$ cat src/rtl/hnf_pkg.sv
// hnf_pkg: types and constants shared across the HN-F request path.
//   reqflit_t            CHI REQ flit payload as seen at the RXREQ ingress.
//   OP_*                 REQ channel opcodes (6-bit).
//   slc_state_t          SLC line state encoding (shared with the lookup stage).
//   sf_state_t           Snoop-filter entry state encoding (shared with the lookup stage).
//   is_lcrd_return()     true when an opcode is a link-credit return.
package hnf_pkg;

   typedef struct packed {
      logic [47:0] addr;
      logic [2:0]  size;
      logic [5:0]  opcode;
      logic [7:0]  txn_id;
      logic [6:0]  src_id;
      logic [6:0]  tgt_id;
      logic [7:0]  return_txn_id;
      logic [6:0]  stash_nid_return_nid;
   } reqflit_t;

   localparam logic [5:0] OP_ReqLCrdReturn = 6'h00;
   localparam logic [5:0] OP_ReadShared    = 6'h01;
   localparam logic [5:0] OP_ReadClean     = 6'h02;
   localparam logic [5:0] OP_ReadOnce      = 6'h03;
   localparam logic [5:0] OP_ReadNoSnp     = 6'h04;
   localparam logic [5:0] OP_PCrdReturn    = 6'h05;
   localparam logic [5:0] OP_ReadUnique    = 6'h07;
   localparam logic [5:0] OP_CleanShared   = 6'h08;
   localparam logic [5:0] OP_CleanInvalid  = 6'h09;
   localparam logic [5:0] OP_MakeInvalid   = 6'h0A;
   localparam logic [5:0] OP_CleanUnique   = 6'h0B;
   localparam logic [5:0] OP_MakeUnique    = 6'h0C;
   localparam logic [5:0] OP_Evict         = 6'h0D;
   localparam logic [5:0] OP_WriteNoSnpFull = 6'h1D;
   localparam logic [5:0] OP_WriteUniqueFull = 6'h19;
   localparam logic [5:0] OP_WriteBackFull = 6'h1B;

   typedef enum logic [2:0] {
      SLC_I  = 3'd0,
      SLC_SC = 3'd1,
      SLC_UC = 3'd2,
      SLC_UD = 3'd3,
      SLC_SD = 3'd4
   } slc_state_t;

   typedef enum logic [1:0] {
      SF_I      = 2'd0,
      SF_SHARED = 2'd1,
      SF_UNIQUE = 2'd2
   } sf_state_t;

   function automatic logic is_lcrd_return(input logic [5:0] opcode);
      return opcode == OP_ReqLCrdReturn;
   endfunction

endpackage

$ cat src/rtl/hnf_rxreq_pocq_if.sv
// hnf_rxreq_pocq_if: RXREQ ingress bundle plus the POCQ head/dequeue handshake.
//   rxreq_flitv/rxreq_flit        link layer -> queue, REQ flit
//   rxreq_lcrdv                   queue -> link layer, one L-credit per pulse
//   rxreq_pocq_first_entry/_v     queue -> lookup stage, oldest entry
//   rxreq_pocq_deq                lookup stage -> queue, head consumed
//   pocq_count/pocq_overflow_err  status
// slave is the queue side, master is the requester/consumer side.
interface hnf_rxreq_pocq_if #(parameter int CNT_W = 4);
   import hnf_pkg::*;

   logic             rxreq_flitv;
   reqflit_t         rxreq_flit;
   logic             rxreq_lcrdv;
   reqflit_t         rxreq_pocq_first_entry;
   logic             rxreq_pocq_entry_v;
   logic             rxreq_pocq_deq;
   logic [CNT_W-1:0] pocq_count;
   logic             pocq_overflow_err;

   modport slave (
      input  rxreq_flitv, rxreq_flit, rxreq_pocq_deq,
      output rxreq_lcrdv, rxreq_pocq_first_entry, rxreq_pocq_entry_v,
             pocq_count, pocq_overflow_err
   );

   modport master (
      output rxreq_flitv, rxreq_flit, rxreq_pocq_deq,
      input  rxreq_lcrdv, rxreq_pocq_first_entry, rxreq_pocq_entry_v,
             pocq_count, pocq_overflow_err
   );
endinterface

$ cat src/rtl/hnf_sync_fifo.sv
// hnf_sync_fifo: single-clock FIFO, DEPTH entries of type T.
//   clk, rst   clock, asynchronous active-high reset (pointers/occupancy only)
//   wr_en      write wr_data at tail (ignored when full)
//   rd_en      pop head (ignored when empty)
//   rd_data    head entry, read straight from storage at rd_ptr
//   count      occupancy, empty/full flags
module hnf_sync_fifo #(
   parameter int  DEPTH = 8,
   parameter type T     = logic,
   localparam int PTR_W = $clog2(DEPTH),
   localparam int CNT_W = $clog2(DEPTH + 1)
) (
   input  logic             clk,
   input  logic             rst,
   input  logic             wr_en,
   input  T                 wr_data,
   input  logic             rd_en,
   output T                 rd_data,
   output logic [CNT_W-1:0] count,
   output logic             empty,
   output logic             full
);

   T                 mem [DEPTH];
   logic [PTR_W-1:0] wr_ptr_reg, wr_ptr_next;
   logic [PTR_W-1:0] rd_ptr_reg, rd_ptr_next;
   logic [CNT_W-1:0] count_reg, count_next;
   logic             wr_ok, rd_ok;

   assign empty = (count_reg == '0);
   assign full  = (count_reg == CNT_W'(DEPTH));
   assign wr_ok = wr_en & ~full;
   assign rd_ok = rd_en & ~empty;

   // DEPTH is a power of two, so pointer increments wrap for free.
   always_comb begin
      wr_ptr_next = wr_ptr_reg;
      rd_ptr_next = rd_ptr_reg;
      count_next  = count_reg;
      if (wr_ok) wr_ptr_next = wr_ptr_reg + PTR_W'(1);
      if (rd_ok) rd_ptr_next = rd_ptr_reg + PTR_W'(1);
      case ({wr_ok, rd_ok})
         2'b10:   count_next = count_reg + CNT_W'(1);
         2'b01:   count_next = count_reg - CNT_W'(1);
         default: count_next = count_reg;
      endcase
   end

   always_ff @(posedge clk or posedge rst) begin
      if (rst) begin
         wr_ptr_reg <= '0;
         rd_ptr_reg <= '0;
         count_reg  <= '0;
      end else begin
         wr_ptr_reg <= wr_ptr_next;
         rd_ptr_reg <= rd_ptr_next;
         count_reg  <= count_next;
      end
   end

   // Storage carries no reset; stale contents are never visible because
   // the consumer qualifies rd_data with occupancy.
   always_ff @(posedge clk) begin
      if (wr_ok) mem[wr_ptr_reg] <= wr_data;
   end

   assign rd_data = mem[rd_ptr_reg];
   assign count   = count_reg;

endmodule

$ cat src/rtl/hnf_rxreq_pocq.sv
// hnf_rxreq_pocq: point-of-coherence request queue at the HN-F RXREQ ingress.
//   clk, rst  clock, asynchronous active-high reset
//   rxreq     slave side of hnf_rxreq_pocq_if:
//             in : rxreq_flitv, rxreq_flit, rxreq_pocq_deq
//             out: rxreq_lcrdv, rxreq_pocq_first_entry, rxreq_pocq_entry_v,
//                  pocq_count, pocq_overflow_err
// Grants L-credits while queue space not already promised remains, enqueues
// REQ flits in arrival order, swallows ReqLCrdReturn flits, and flags any
// flit that arrives without a credit or into a full queue.
module hnf_rxreq_pocq
   import hnf_pkg::*;
#(
   parameter int DEPTH    = 8,
   parameter int LCRD_MAX = 4,
   parameter int CNT_W    = $clog2(DEPTH + 1)
) (
   input  logic                  clk,
   input  logic                  rst,
   hnf_rxreq_pocq_if.slave       rxreq
);

   localparam int CRD_W = $clog2(LCRD_MAX + 1);

   logic [CRD_W-1:0] crd_out_reg, crd_out_next;
   logic             err_reg, err_next;
   logic             lcrdv;
   logic             consume, is_ret, enq, drop, deq;
   reqflit_t         head;
   logic [CNT_W-1:0] fifo_count;
   logic             fifo_empty, fifo_full;

   // Every granted credit reserves a queue slot, so occupancy plus
   // outstanding credits never exceeds DEPTH and a credited flit always fits.
   assign lcrdv = ~rst
                  && (int'(fifo_count) + int'(crd_out_reg) < DEPTH)
                  && (int'(crd_out_reg) < LCRD_MAX);

   always_comb begin
      is_ret  = is_lcrd_return(rxreq.rxreq_flit.opcode);
      consume = rxreq.rxreq_flitv & (crd_out_reg != '0);
      enq     = consume & ~is_ret & ~fifo_full;
      drop    = rxreq.rxreq_flitv & ((crd_out_reg == '0) | (~is_ret & fifo_full));
      deq     = rxreq.rxreq_pocq_deq & ~fifo_empty;
      crd_out_next = crd_out_reg + CRD_W'(lcrdv) - CRD_W'(consume);
      err_next     = err_reg | drop;
   end

   always_ff @(posedge clk or posedge rst) begin
      if (rst) begin
         crd_out_reg <= '0;
         err_reg     <= 1'b0;
      end else begin
         crd_out_reg <= crd_out_next;
         err_reg     <= err_next;
      end
   end

   hnf_sync_fifo #(
      .DEPTH (DEPTH),
      .T     (reqflit_t)
   ) u_fifo (
      .clk     (clk),
      .rst     (rst),
      .wr_en   (enq),
      .wr_data (rxreq.rxreq_flit),
      .rd_en   (deq),
      .rd_data (head),
      .count   (fifo_count),
      .empty   (fifo_empty),
      .full    (fifo_full)
   );

   // Head is forced to zero when empty so the port never exposes stale storage.
   assign rxreq.rxreq_lcrdv            = lcrdv;
   assign rxreq.rxreq_pocq_first_entry = fifo_empty ? '0 : head;
   assign rxreq.rxreq_pocq_entry_v     = ~fifo_empty;
   assign rxreq.pocq_count             = fifo_count;
   assign rxreq.pocq_overflow_err      = err_reg;

   credit_invariant: assert property (@(posedge clk) disable iff (rst)
      (int'(fifo_count) + int'(crd_out_reg) <= DEPTH));

endmodule

$ cat src/flat_wrapper.sv
// flat-port wrapper written by rule: the top's interface ports become plain ports
module hnf_rxreq_pocq_flat import hnf_pkg::*;
#(
   parameter int DEPTH    = 8,
   parameter int LCRD_MAX = 4,
   parameter int CNT_W    = $clog2(DEPTH + 1)
)
  (clk, rst, rxreq_rxreq_flitv, rxreq_rxreq_flit, rxreq_rxreq_pocq_deq, rxreq_rxreq_lcrdv, rxreq_rxreq_pocq_first_entry, rxreq_rxreq_pocq_entry_v, rxreq_pocq_count, rxreq_pocq_overflow_err);
  hnf_rxreq_pocq_if #(.CNT_W(CNT_W)) rxreq_i ();
  input  logic clk;
  input  logic rst;
  input wire logic [$bits(rxreq_i.rxreq_flitv)-1:0] rxreq_rxreq_flitv;
  input wire logic [$bits(rxreq_i.rxreq_flit)-1:0] rxreq_rxreq_flit;
  input wire logic [$bits(rxreq_i.rxreq_pocq_deq)-1:0] rxreq_rxreq_pocq_deq;
  output wire logic [$bits(rxreq_i.rxreq_lcrdv)-1:0] rxreq_rxreq_lcrdv;
  output wire logic [$bits(rxreq_i.rxreq_pocq_first_entry)-1:0] rxreq_rxreq_pocq_first_entry;
  output wire logic [$bits(rxreq_i.rxreq_pocq_entry_v)-1:0] rxreq_rxreq_pocq_entry_v;
  output wire logic [$bits(rxreq_i.pocq_count)-1:0] rxreq_pocq_count;
  output wire logic [$bits(rxreq_i.pocq_overflow_err)-1:0] rxreq_pocq_overflow_err;
  assign rxreq_i.rxreq_flitv = rxreq_rxreq_flitv;
  assign rxreq_i.rxreq_flit = rxreq_rxreq_flit;
  assign rxreq_i.rxreq_pocq_deq = rxreq_rxreq_pocq_deq;
  assign rxreq_rxreq_lcrdv = rxreq_i.rxreq_lcrdv;
  assign rxreq_rxreq_pocq_first_entry = rxreq_i.rxreq_pocq_first_entry;
  assign rxreq_rxreq_pocq_entry_v = rxreq_i.rxreq_pocq_entry_v;
  assign rxreq_pocq_count = rxreq_i.pocq_count;
  assign rxreq_pocq_overflow_err = rxreq_i.pocq_overflow_err;
  hnf_rxreq_pocq #(.DEPTH(DEPTH), .LCRD_MAX(LCRD_MAX), .CNT_W(CNT_W)) u_core (.clk(clk), .rst(rst), .rxreq(rxreq_i));
endmodule
$ cat config.mk
export PLATFORM = sky130hd
export DESIGN_NAME = hnf_rxreq_pocq_flat
export DESIGN_NICKNAME = d
export VERILOG_FILES = /design/src/rtl/hnf_pkg.sv /design/src/rtl/hnf_rxreq_pocq_if.sv /design/src/rtl/hnf_sync_fifo.sv /design/src/rtl/hnf_rxreq_pocq.sv /design/src/flat_wrapper.sv
export SDC_FILE = /design/constraint.sdc
export NUM_CORES = 1
export LEC_CHECK = 0
export ABC_CLOCK_PERIOD_IN_PS = 15000
export CORE_MARGIN = 3
export CORE_UTILIZATION = 63
export CTS_CLUSTER_SIZE = 40
export DETAILED_ROUTE_END_ITERATION = 10
export GPL_TIMING_DRIVEN = 0
export PLACE_DENSITY = 0.95
export SLEW_MARGIN = 20
export SYNTH_ARGS = -nofsm -noshare
export SYNTH_HDL_FRONTEND = slang
export SYNTH_HIERARCHICAL = 1
export SYNTH_SLANG_ARGS = --single-unit
$ cat constraint.sdc
create_clock -name clk -period 15 [get_ports clk]
set_input_delay 3 -clock clk [delete_from_list [all_inputs] [get_ports clk]]
set_output_delay 3 -clock clk [all_outputs]
set_load 0.02 [all_outputs]
# Word-level counts from Yosys, hierarchy flattened

Memory sizes are Yosys's and may differ from the RTL's.
Index checks and enable logic that the tools add are counted.

Add/sub/neg operators: 7
Magnitude comparators: 2
Equality and inequality tests: 3
Muxes and demuxes: 4
Bitwise operators: 14
Reduce and logical (&&, ||, !) cells: 7

Operator list:

| cell                | count |
|---|---|
| $mux 94             | 1 |
| $lt 32x5->1 const B | 1 |
| $and 1x1->1         | 8 |
| $pmux 4 s2          | 1 |
| $add 3x1->3 const B | 2 |
| $logic_not 6->1     | 1 |
| $add 4x3->5         | 1 |
| $add 4x1->4 const B | 1 |
| $eq 4x4->1 const B  | 1 |
| $logic_not 4->1     | 1 |
| $not 1->1           | 4 |
| $sub 4x1->4 const B | 1 |
| $add 3x1->3         | 1 |
| $logic_not 3->1     | 1 |
| $lt 3x3->1 const B  | 1 |
| $reduce_bool 3->1   | 1 |
| $sub 3x1->3         | 1 |
| $eq 2x1->1 const B  | 1 |
| $eq 2x2->1 const B  | 1 |
| $logic_and 1x1->1   | 2 |
| $mux 1              | 2 |
| $or 1x1->1          | 2 |
| $reduce_bool 2->1   | 1 |

Register bits: 14
Bits in writable memories: 752
Input port bits: 98
Output and inout port bits: 101
Logic and storage cells: 43
Memories: 1

Memories:

| memory            | depth | width | rd ports | clocked after memory_dff | wr ports | line                | RTL |
|---|---|---|---|---|---|---|---|
| u_core.u_fifo.mem | 8     | 94    | 1        | 0                        | 1        | hnf_sync_fifo.sv:24 | `T mem [DEPTH];` |

# Logic depth before layout (Yosys ltp)

Gate-level depths: netlist (run 1).

Word-level depth: 7
Gate-level depth with buffers: 10
Gate-level depth less buffers: 9

# Cells and area by module

Netlist (run 1), hierarchy kept.

Modules (own cells, without submodules):

| module         | instances | cells each | area each (µm²) |
|---|---|---|---|
| hnf_sync_fifo  | 1         | 1155       | 28835.2 |
| hnf_rxreq_pocq | 1         | 133        | 923.4 |

# Worst setup path before layout (run 1)

Ideal clock, no wire load.

Path kind: input -> register
From: input port rxreq_rxreq_flitv
To: memory u_core/u_fifo/mem[1][0] in the netlist's numbering (enable)
Data arrival time: 10.055 ns
Required time: 14.338 ns
Path slack: 4.283 ns
Stages on the path: 4
Path through: nor2b_1 > nor3b_1 > nand3_1 > nor3_1

Word-level cells in the longest chain between the ends: 6

Ends and longest elaborated chain:

| element                      | line                 | RTL |
|---|---|---|
| from (decl)                  | flat_wrapper.sv:12   | `input wire logic [$bits(rxreq_i.rxreq_flitv)-1:0] rxreq_rxreq_flitv;` |
| $and 1x1->1                  | hnf_rxreq_pocq.sv:40 | `consume = rxreq.rxreq_flitv & (crd_out_reg != '0);` |
| $and 1x1->1 (2 in a row)     | hnf_rxreq_pocq.sv:41 | `enq = consume & ~is_ret & ~fifo_full;` |
| named net u_core.enq         | hnf_rxreq_pocq.sv:27 | `logic consume, is_ret, enq, drop, deq;` |
| $and 1x1->1                  | hnf_sync_fifo.sv:32  | `assign wr_ok = wr_en & ~full;` |
| $mux 1                       | hnf_sync_fifo.sv:64  | `if (wr_ok) mem[wr_ptr_reg] <= wr_data;` |
| $mux 1 (not written as such) | hnf_sync_fifo.sv:64  |  |
| to (decl)                    | hnf_sync_fifo.sv:24  |  |

The timed path passes the listed nets, and every way through them passes these cells.

# Worst setup path after layout (run 1)

From: input port rst
To: output port rxreq_rxreq_lcrdv

Word-level cells in the longest chain between the ends: 3

Ends and longest elaborated chain:

| element           | line                 | RTL |
|---|---|---|
| from (decl)       | flat_wrapper.sv:11   | `input logic rst;` |
| $not 1->1         | hnf_rxreq_pocq.sv:34 | `assign lcrdv = ~rst` |
| $logic_and 1x1->1 | hnf_rxreq_pocq.sv:35 | `&& (int'(fifo_count) + int'(crd_out_reg) < DEPTH)` |
| $logic_and 1x1->1 | hnf_rxreq_pocq.sv:36 | `&& (int'(crd_out_reg) < LCRD_MAX);` |
| to (decl)         | flat_wrapper.sv:15   | `output wire logic [$bits(rxreq_i.rxreq_lcrdv)-1:0] rxreq_rxreq_lcrdv;` |

Every way passes these cells.

==> impl_metrics.prom, run 1 <==
# TYPE chip_impl_metric gauge
chip_impl_metric{name="detailed_place_hpwl",unit="µm"} 41900
chip_impl_metric{name="finClkSkew",unit="ns"} 0.0195
chip_impl_metric{name="hold_ws",unit="ns"} 0.544
chip_impl_metric{name="synthCells",unit=""} 1288
chip_impl_info{name="cts_tree",value="yes"} 1
chip_impl_info{name="startpoint_type",value="input pin"} 1
chip_impl_metric{name="timing.critical_path.required",unit="ns"} 12.00
chip_impl_metric{name="clkSinkCount",unit=""} 766
chip_impl_metric{name="vdd.ir_drop.worst",unit="µV"} 148
chip_impl_metric{name="setup_tns",unit="ns"} 0
chip_impl_metric{name="yosysUniqueCellTypes",unit=""} 39
chip_impl_metric{name="tritoncts.num_buffers",unit=""} 73
chip_impl_metric{name="chipHeight",unit="µm"} 223
chip_impl_info{name="rsz0062_at_grt",value="no"} 1
chip_impl_metric{name="post_route_minimum_period",unit="ns"} 8.00
chip_impl_metric{name="worst_slew_margin_rel",unit=""} 0.452
chip_impl_metric{name="final_cells",unit=""} 2289
chip_impl_metric{name="yosysWarningCount",unit=""} 6
chip_impl_metric{name="maxCapViolations",unit=""} 0
chip_impl_metric{name="cts_setup_buffers",unit=""} 0
chip_impl_metric{name="worstPathArrival",unit="ns"} 5.00
chip_impl_info{name="synth.top_cells.by_area",value="sky130_fd_sc_hd__edfxtp_1, sky130_fd_sc_hd__mux4_2, sky130_fd_sc_hd__mux2_2"} 1
chip_impl_metric{name="first_global_vias",unit=""} 15600
chip_impl_info{name="min-delay-path-class",value="reg -> reg"} 1
chip_impl_metric{name="fp-row-count",unit=""} 79
chip_impl_metric{name="postRouteAntennaNets",unit=""} 0
chip_impl_metric{name="netlist.area_leader.share",unit=""} 0.759
chip_impl_info{name="synth_top_area_cell",value="sky130_fd_sc_hd__edfxtp_1"} 1
chip_impl_metric{name="start_util",unit=""} 0.639
chip_impl_metric{name="power-per-cell-area",unit="nW/µm²"} 211
chip_impl_info{name="netlist_top_cells_count",value="sky130_fd_sc_hd__edfxtp_1, sky130_fd_sc_hd__mux4_2, sky130_fd_sc_hd__nor2b_1, sky130_fd_sc_hd__mux2_2, sky130_fd_sc_hd__clkbuf_1"} 1
chip_impl_metric{name="finalMaxSlewViolations",unit=""} 0
chip_impl_metric{name="clock_latency_of_the_later_clocked_register_in_the_worst_skew_pair",unit="ns"} 0.62
chip_impl_metric{name="antenna_found_initial",unit=""} 8
chip_impl_metric{name="fp.dieArea",unit="µm²"} 49900
chip_impl_info{name="clock_tree.root_cell",value="sky130_fd_sc_hd__clkbuf_16"} 1
chip_impl_metric{name="fmax",unit="MHz"} 125
chip_impl_metric{name="post_route_cells_drive_above_1_share",unit=""} 0.293
chip_impl_metric{name="drt_first_iter_violations",unit=""} 1796
chip_impl_metric{name="synth_enable_flop_cells",unit=""} 752
chip_impl_metric{name="holdBufCountCts",unit=""} 0
chip_impl_metric{name="design.core.area",unit="µm²"} 46600
chip_impl_metric{name="weighted_congestion_at_the_end_of_routability_driven_global_placement",unit=""} 0.732
chip_impl_metric{name="routedLengthMet1",unit="µm"} 25800
chip_impl_metric{name="async_reset_ff_frac",unit=""} 0.0183
chip_impl_metric{name="numPlacedInstances",unit=""} 2157
chip_impl_metric{name="wl_per_cell",unit="µm"} 30.8
chip_impl_metric{name="yosysSeqAreaShare",unit=""} 0.771
chip_impl_metric{name="cellLeakagePower",unit="nW"} 11.7
chip_impl_metric{name="largest_reg_flops",unit=""} 752
chip_impl_metric{name="grt_overflow",unit=""} 0
chip_impl_metric{name="cts-root-to-sink-buffers",unit=""} 3
chip_impl_metric{name="route.met2.wl",unit="µm"} 36200
chip_impl_metric{name="grt_start_max_net_pins",unit=""} 23
chip_impl_metric{name="global_route_wire_length_before_repair",unit="µm"} 105000
chip_impl_metric{name="cts.htree.levels",unit=""} 3
chip_impl_metric{name="clock_input_transition_at_the_sequential_cells_of_the_worst_setup_and_hold_paths",unit="ns"} 0.07
chip_impl_metric{name="track_usage",unit=""} 0.291
chip_impl_info{name="yosysMostFrequentCell",value="sky130_fd_sc_hd__edfxtp_1"} 1
chip_impl_metric{name="post_cts_resize_count",unit=""} 0
chip_impl_info{name="outcome",value="finished clean"} 1
chip_impl_metric{name="synthesis.area",unit="µm²"} 29800
chip_impl_metric{name="setup_viol_count_final",unit=""} 0
chip_impl_metric{name="design_power_total",unit="mW"} 7.62
chip_impl_metric{name="met3_length",unit="µm"} 5910
chip_impl_metric{name="worst-path-max-fanout",unit=""} 3
chip_impl_metric{name="layout-area-overhead-vs-synth",unit="%"} 21.1
chip_impl_metric{name="num_vias",unit=""} 14900
chip_impl_metric{name="detail_route.first_pass.iterations",unit=""} 6
chip_impl_info{name="synth-main-ff-cell",value="sky130_fd_sc_hd__edfxtp_1"} 1
chip_impl_metric{name="drt_wl_total",unit="µm"} 70600
chip_impl_metric{name="routed_via_density",unit=""} 6.52
chip_impl_info{name="worstSetupPathType",value="in -> out"} 1
chip_impl_metric{name="yosys_register_bits",unit=""} 766
chip_impl_metric{name="timing_worst_slew_pin_value",unit="ns"} 0.822
chip_impl_metric{name="dieWidth",unit="µm"} 223
chip_impl_metric{name="count_of_port_buffers_added_during_placement",unit=""} 198
chip_impl_metric{name="nNetsFinal",unit=""} 1734
chip_impl_metric{name="post_synth.cell_area_avg",unit="µm²"} 23.1
chip_impl_metric{name="syn_nets",unit=""} 1397
chip_impl_metric{name="detail_route.drc_violations",unit=""} 0
chip_impl_info{name="topRoutingLayerUsed",value="met5"} 1
chip_impl_info{name="critical_path.endpoint_type",value="output pin"} 1
chip_impl_metric{name="pin_count",unit=""} 199
chip_impl_metric{name="period_share",unit=""} 0.534
chip_impl_metric{name="final_hold_viol_count",unit=""} 0
routing by layer:
layer,vias to the layer above,global-route usage
met5,-,0
met4,8,0.112
met3,180,0.0546
met2,875,0.480
met1,7824,0.395
li1,6045,-
where the power goes:
group / leakage (nW) / switching [mW] / total [mW] / internal, mW
Combinational: 3.55 / 1.53 / 2.98 / 1.45
Sequential: 6.98 / 0.105 / 2.79 / 2.69
Clock: 1.14 / 0.769 / 1.84 / 1.07
critical path, cell delays in order:
cell and delay (ns):
sky130_fd_sc_hd__clkdlybuf4s50_1 0.46, sky130_fd_sc_hd__or4_1 0.55, sky130_fd_sc_hd__a21oi_1 0.27, sky130_fd_sc_hd__clkdlybuf4s50_1 0.72
cell families after synthesis:
kind of cell / synth area share
buf+inv: 0.0139
fa+ha+maj: 0.00513
simple gates: 0.0266
xor+xnor: 0.00235
compound gates: 0.00252
mux: 0.179
flops: 0.771
final timing paths:
check,to,cells after the start,slack (ns),startpoint
worst max-delay path,rxreq_rxreq_lcrdv,4,7.00,rst
worst min-delay path,u_core/u_fifo/wr_ptr_reg[0]$_DFFE_PP0P_,1,0.54,u_core/u_fifo/wr_ptr_reg[0]$_DFFE_PP0P_
worst max register to register,u_core/u_fifo/count[3]$_DFFE_PP0P_,11,10.80,u_core/u_fifo/count[0]$_DFFE_PP0P_
worst min register to register,u_core/u_fifo/wr_ptr_reg[0]$_DFFE_PP0P_,1,0.54,u_core/u_fifo/wr_ptr_reg[0]$_DFFE_PP0P_
max in group asynchronous,u_core/u_fifo/rd_ptr_reg[0]$_DFFE_PP0P_,2,11.92,rst
min in group asynchronous,u_core/crd_out_reg[1]$_DFF_PP0_,2,2.69,rst
stage by stage:
| step | area [µm²] | util | setup slack, ns |
|---|---|---|---|
| floorplan | 29800 | - | 4.28 |
| global placement | 32500 | 0.698 | -2.34 |
| detailed placement | 33700 | 0.723 | 7.15 |
| CTS | 36000 | 0.774 | 7.01 |
| global route | 36000 | 0.774 | 7.01 |
| finish | 36000 | 0.774 | 7.00 |
cell type report:
cell class | instances | area, µm²
sequential | 766 | 22900
fill | 2186 | 10500
multi-input combinational | 445 | 6470
timing repair buffer | 262 | 3080
clock buffer | 93 | 1990
tap | 607 | 759
clock inverter | 35 | 383
buffer | 64 | 364
inverter | 13 | 48.8
antenna | 4 | 10.0
cell usage in the layout (no fill, tap or decap), types with 4 or more instances in the layout:
cell	netlist	final
sky130_fd_sc_hd__mux2_2	95	95
sky130_fd_sc_hd__xnor2_1	6	6
sky130_fd_sc_hd__bufinv_16	0	8
sky130_fd_sc_hd__a21oi_1	4	4
sky130_fd_sc_hd__nand2_1	8	8
sky130_fd_sc_hd__clkbuf_16	0	77
sky130_fd_sc_hd__dfrtp_1	14	14
sky130_fd_sc_hd__buf_12	0	9
sky130_fd_sc_hd__mux4_2	188	188
sky130_fd_sc_hd__clkdlybuf4s50_1	0	198
sky130_fd_sc_hd__buf_4	1	18
sky130_fd_sc_hd__clkinv_1	0	12
sky130_fd_sc_hd__ha_1	9	9
sky130_fd_sc_hd__buf_16	0	23
sky130_fd_sc_hd__buf_2	18	20
sky130_fd_sc_hd__clkinvlp_4	0	6
sky130_fd_sc_hd__diode_2	0	4
sky130_fd_sc_hd__buf_1	9	9
sky130_fd_sc_hd__buf_6	13	26
sky130_fd_sc_hd__clkinv_2	0	7
sky130_fd_sc_hd__nor2_4	0	6
sky130_fd_sc_hd__edfxtp_1	752	752
sky130_fd_sc_hd__inv_1	13	13
sky130_fd_sc_hd__clkbuf_1	23	39
sky130_fd_sc_hd__nor2b_1	96	96
(Power assumes the default switching activity.)
==> run 2, diff against run 1 <==
ABC_CLOCK_PERIOD_IN_PS = 7750   (was 15000)
CORE_UTILIZATION = 59   (was 63)
PLACE_DENSITY = 0.91   (was 0.95)
clock period = 7.75 ns   (was 15 ns; I/O delays follow)
==> impl_metrics.prom, run 2 (same netlist as run 1, synthesis figures left out) <==
# TYPE chip_impl_metric gauge
chip_impl_info{name="outcome",value="finished clean"} 1
chip_impl_metric{name="holdBufCountCts",unit=""} 0
chip_impl_metric{name="sequential_share_of_power",unit=""} 0.372
chip_impl_metric{name="post_route_minimum_period",unit="ns"} 5.42
chip_impl_metric{name="clock_input_transition_at_the_sequential_cells_of_the_worst_setup_and_hold_paths",unit="ns"} 0.06
chip_impl_metric{name="start_util",unit=""} 0.603
chip_impl_metric{name="cts.htree.levels",unit=""} 3
chip_impl_metric{name="drt_wl_total",unit="µm"} 68700
chip_impl_metric{name="layout-area-overhead-vs-synth",unit="%"} 20.7
chip_impl_info{name="min-delay-path-class",value="reg -> reg"} 1
chip_impl_metric{name="num_vias",unit=""} 14800
chip_impl_metric{name="largest_reg_flops",unit=""} 752
chip_impl_metric{name="worst_slew_margin_rel",unit=""} 0.440
chip_impl_metric{name="grt_start_max_net_pins",unit=""} 22
chip_impl_metric{name="wl_per_cell",unit="µm"} 29.5
chip_impl_metric{name="detail_route.drc_violations",unit=""} 0
chip_impl_metric{name="finClkSkew",unit="ns"} 0.0236
chip_impl_metric{name="stdcell_area",unit="µm²"} 35900
chip_impl_metric{name="cts-root-to-sink-buffers",unit=""} 3
chip_impl_info{name="critical_path.endpoint_type",value="output pin"} 1
chip_impl_metric{name="switching_share",unit=""} 0.319
chip_impl_metric{name="vdd.ir_drop.worst",unit="µV"} 228
chip_impl_metric{name="detail_route.first_pass.iterations",unit=""} 5
chip_impl_metric{name="fp-row-count",unit=""} 81
chip_impl_metric{name="cts_setup_buffers",unit=""} 0
chip_impl_metric{name="first_global_vias",unit=""} 15600
chip_impl_metric{name="setup_viol_count_final",unit=""} 0
chip_impl_metric{name="count_of_port_buffers_added_during_placement",unit=""} 198
chip_impl_metric{name="nNetsFinal",unit=""} 1719
chip_impl_metric{name="drt_first_iter_violations",unit=""} 1787
chip_impl_metric{name="clock_latency_of_the_later_clocked_register_in_the_worst_skew_pair",unit="ns"} 0.61
chip_impl_metric{name="clkPwrFrac",unit=""} 0.235
chip_impl_metric{name="hold_ws",unit="ns"} 0.565
chip_impl_info{name="clock_tree.root_cell",value="sky130_fd_sc_hd__clkbuf_16"} 1
chip_impl_metric{name="post_cts_resize_count",unit=""} 0
chip_impl_metric{name="power-per-cell-area",unit="nW/µm²"} 405
chip_impl_metric{name="post_dp_cell_area",unit="µm²"} 33600
chip_impl_metric{name="detailed_place_hpwl",unit="µm"} 40900
chip_impl_metric{name="maxCapViolations",unit=""} 0
chip_impl_info{name="rsz0062_at_grt",value="no"} 1
chip_impl_info{name="layout.cells.most_common_list",value="sky130_fd_sc_hd__edfxtp_1, sky130_fd_sc_hd__clkdlybuf4s50_1, sky130_fd_sc_hd__mux4_2, sky130_fd_sc_hd__nor2b_1, sky130_fd_sc_hd__mux2_2"} 1
chip_impl_metric{name="final_hold_viol_count",unit=""} 0
chip_impl_metric{name="power_frac_comb",unit=""} 0.393
chip_impl_metric{name="worst-path-max-fanout",unit=""} 10
chip_impl_metric{name="finalMaxSlewViolations",unit=""} 0
chip_impl_metric{name="post_route_cells_drive_above_1_share",unit=""} 0.287
chip_impl_metric{name="design.core.area",unit="µm²"} 49400
chip_impl_metric{name="weighted_congestion_at_the_end_of_routability_driven_global_placement",unit=""} 0.741
chip_impl_metric{name="chipHeight",unit="µm"} 231
chip_impl_metric{name="global_route_wire_length_before_repair",unit="µm"} 103000
chip_impl_metric{name="routed_via_density",unit=""} 6.34
chip_impl_metric{name="numPlacedInstances",unit=""} 2198
chip_impl_metric{name="fillerInstances",unit=""} 2588
chip_impl_metric{name="cellLeakagePower",unit="nW"} 11.5
chip_impl_metric{name="clkSinkCount",unit=""} 766
chip_impl_metric{name="final_cells",unit=""} 2328
chip_impl_metric{name="worstPathArrival",unit="ns"} 3.87
chip_impl_metric{name="fmax",unit="MHz"} 185
chip_impl_metric{name="timing_worst_slew_pin_value",unit="ns"} 0.838
chip_impl_info{name="startpoint_type",value="flop"} 1
chip_impl_metric{name="internal_power",unit="mW"} 9.89
chip_impl_metric{name="dieWidth",unit="µm"} 231
chip_impl_metric{name="period_share",unit=""} 0.699
chip_impl_metric{name="fp.dieArea",unit="µm²"} 53200
chip_impl_metric{name="post-route-util",unit=""} 0.727
chip_impl_metric{name="grt_overflow",unit=""} 0
chip_impl_metric{name="track_usage",unit=""} 0.266
chip_impl_info{name="cts_tree",value="yes"} 1
chip_impl_info{name="worstSetupPathType",value="reg -> out"} 1
chip_impl_metric{name="power.switching",unit="mW"} 4.63
chip_impl_metric{name="tritoncts.num_buffers",unit=""} 74
chip_impl_metric{name="pin_count",unit=""} 199
chip_impl_info{name="mostFrequentLayoutCell",value="sky130_fd_sc_hd__edfxtp_1"} 1
chip_impl_metric{name="postRouteAntennaNets",unit=""} 0
chip_impl_metric{name="timing.critical_path.required",unit="ns"} 6.20
chip_impl_metric{name="antenna_found_initial",unit=""} 7
-- run 2: worst max-delay path, stage by stage (launching register included) --
cell                              delay, ns
sky130_fd_sc_hd__dfrtp_1               0.34
sky130_fd_sc_hd__buf_2                 0.34
sky130_fd_sc_hd__buf_2                 0.46
sky130_fd_sc_hd__buf_1                 0.65
sky130_fd_sc_hd__mux4_2                0.43
sky130_fd_sc_hd__mux2_2                0.28
sky130_fd_sc_hd__nor2b_1               0.13
sky130_fd_sc_hd__clkdlybuf4s50_1       0.60
-- run 2: path summary, 6_finish.rpt --
kind                       depth (start not counted)                                     from                                        to  slack, ns
hold / removal                                     1  u_core/u_fifo/wr_ptr_reg[0]$_DFFE_PP0P_   u_core/u_fifo/wr_ptr_reg[0]$_DFFE_PP0P_       0.56
max in group asynchronous                          2                                      rst        u_core/u_fifo/count[3]$_DFFE_PP0P_       6.09
setup / recovery                                   7  u_core/u_fifo/rd_ptr_reg[1]$_DFFE_PP0P_          rxreq_rxreq_pocq_first_entry[48]       2.33
setup reg to reg                                  11       u_core/u_fifo/count[0]$_DFFE_PP0P_        u_core/u_fifo/count[3]$_DFFE_PP0P_       3.69
min in group asynchronous                          2                                      rst  u_core/rxreq.pocq_overflow_err$_DFF_PP0_       1.27
hold reg to reg                                    1  u_core/u_fifo/wr_ptr_reg[0]$_DFFE_PP0P_   u_core/u_fifo/wr_ptr_reg[0]$_DFFE_PP0P_       0.56
-- run 2: power by group through the flow --
stage | Combinational (mW) | Clock [mW] | Sequential [mW]
after floorplan | 3.38 | 0 | 5.48
after global placement | 5.23 | 0 | 5.57
after detailed placement | 5.64 | 0 | 5.46
after CTS | 5.75 | 3.47 | 5.39
after global routing | 5.99 | 3.63 | 5.43
final | 5.71 | 3.42 | 5.40
-- run 2: cell type report --
type / instances / area [µm²] / area share
clock buffer: 86 / 1920 / 0.0534
buffer: 64 / 364 / 0.0101
timing repair buffer: 246 / 2960 / 0.0826
tap: 664 / 831 / 0.0231
inverter: 13 / 48.8 / 0.00136
sequential: 766 / 22900 / 0.639
antenna: 3 / 7.51 / 0.000209
clock inverter: 41 / 352 / 0.00979
multi-input combinational: 445 / 6490 / 0.181
-- run 2: stage by stage --
stage / TNS (ns) / total power [mW] / setup slack, ns
2_1_floorplan: 0 / 8.85 / 1.00
3_5_place_dp: 0 / 11.1 / 2.61
5_1_grt: 0 / 15.0 / 2.24
6_report: 0 / 14.5 / 2.33
3_3_place_gp: -2496.06 / 10.8 / -3.58
4_1_cts: 0 / 14.6 / 2.28
-- run 2: routing by layer --
metal,global-route usage,vias to the layer above,share of wire
li1,-,6019,-
met3,0.0561,132,0.088
met1,0.353,7684,0.37
met2,0.445,919,0.52
met4,0.0943,8,0.028
met5,0,-,0.00079
==> run 3, diff against run 2 <==
ABC_CLOCK_PERIOD_IN_PS = 5400   (was 7750)
clock period = 5.4 ns   (was 7.75 ns; I/O delays follow)
==> results of run 3 <==
The final DEF is identical to that of run 2. Status: finished clean.
Main changes from that run: setup slack after placement 2.61 ns -> 0.754 ns; setup slack after layout 2.33 ns -> 0.451 ns; register-to-register setup slack 3.69 ns -> 1.34 ns; total power 14.5 mW -> 20.8 mW; worst IR drop on VDD 228 µV -> 327 µV
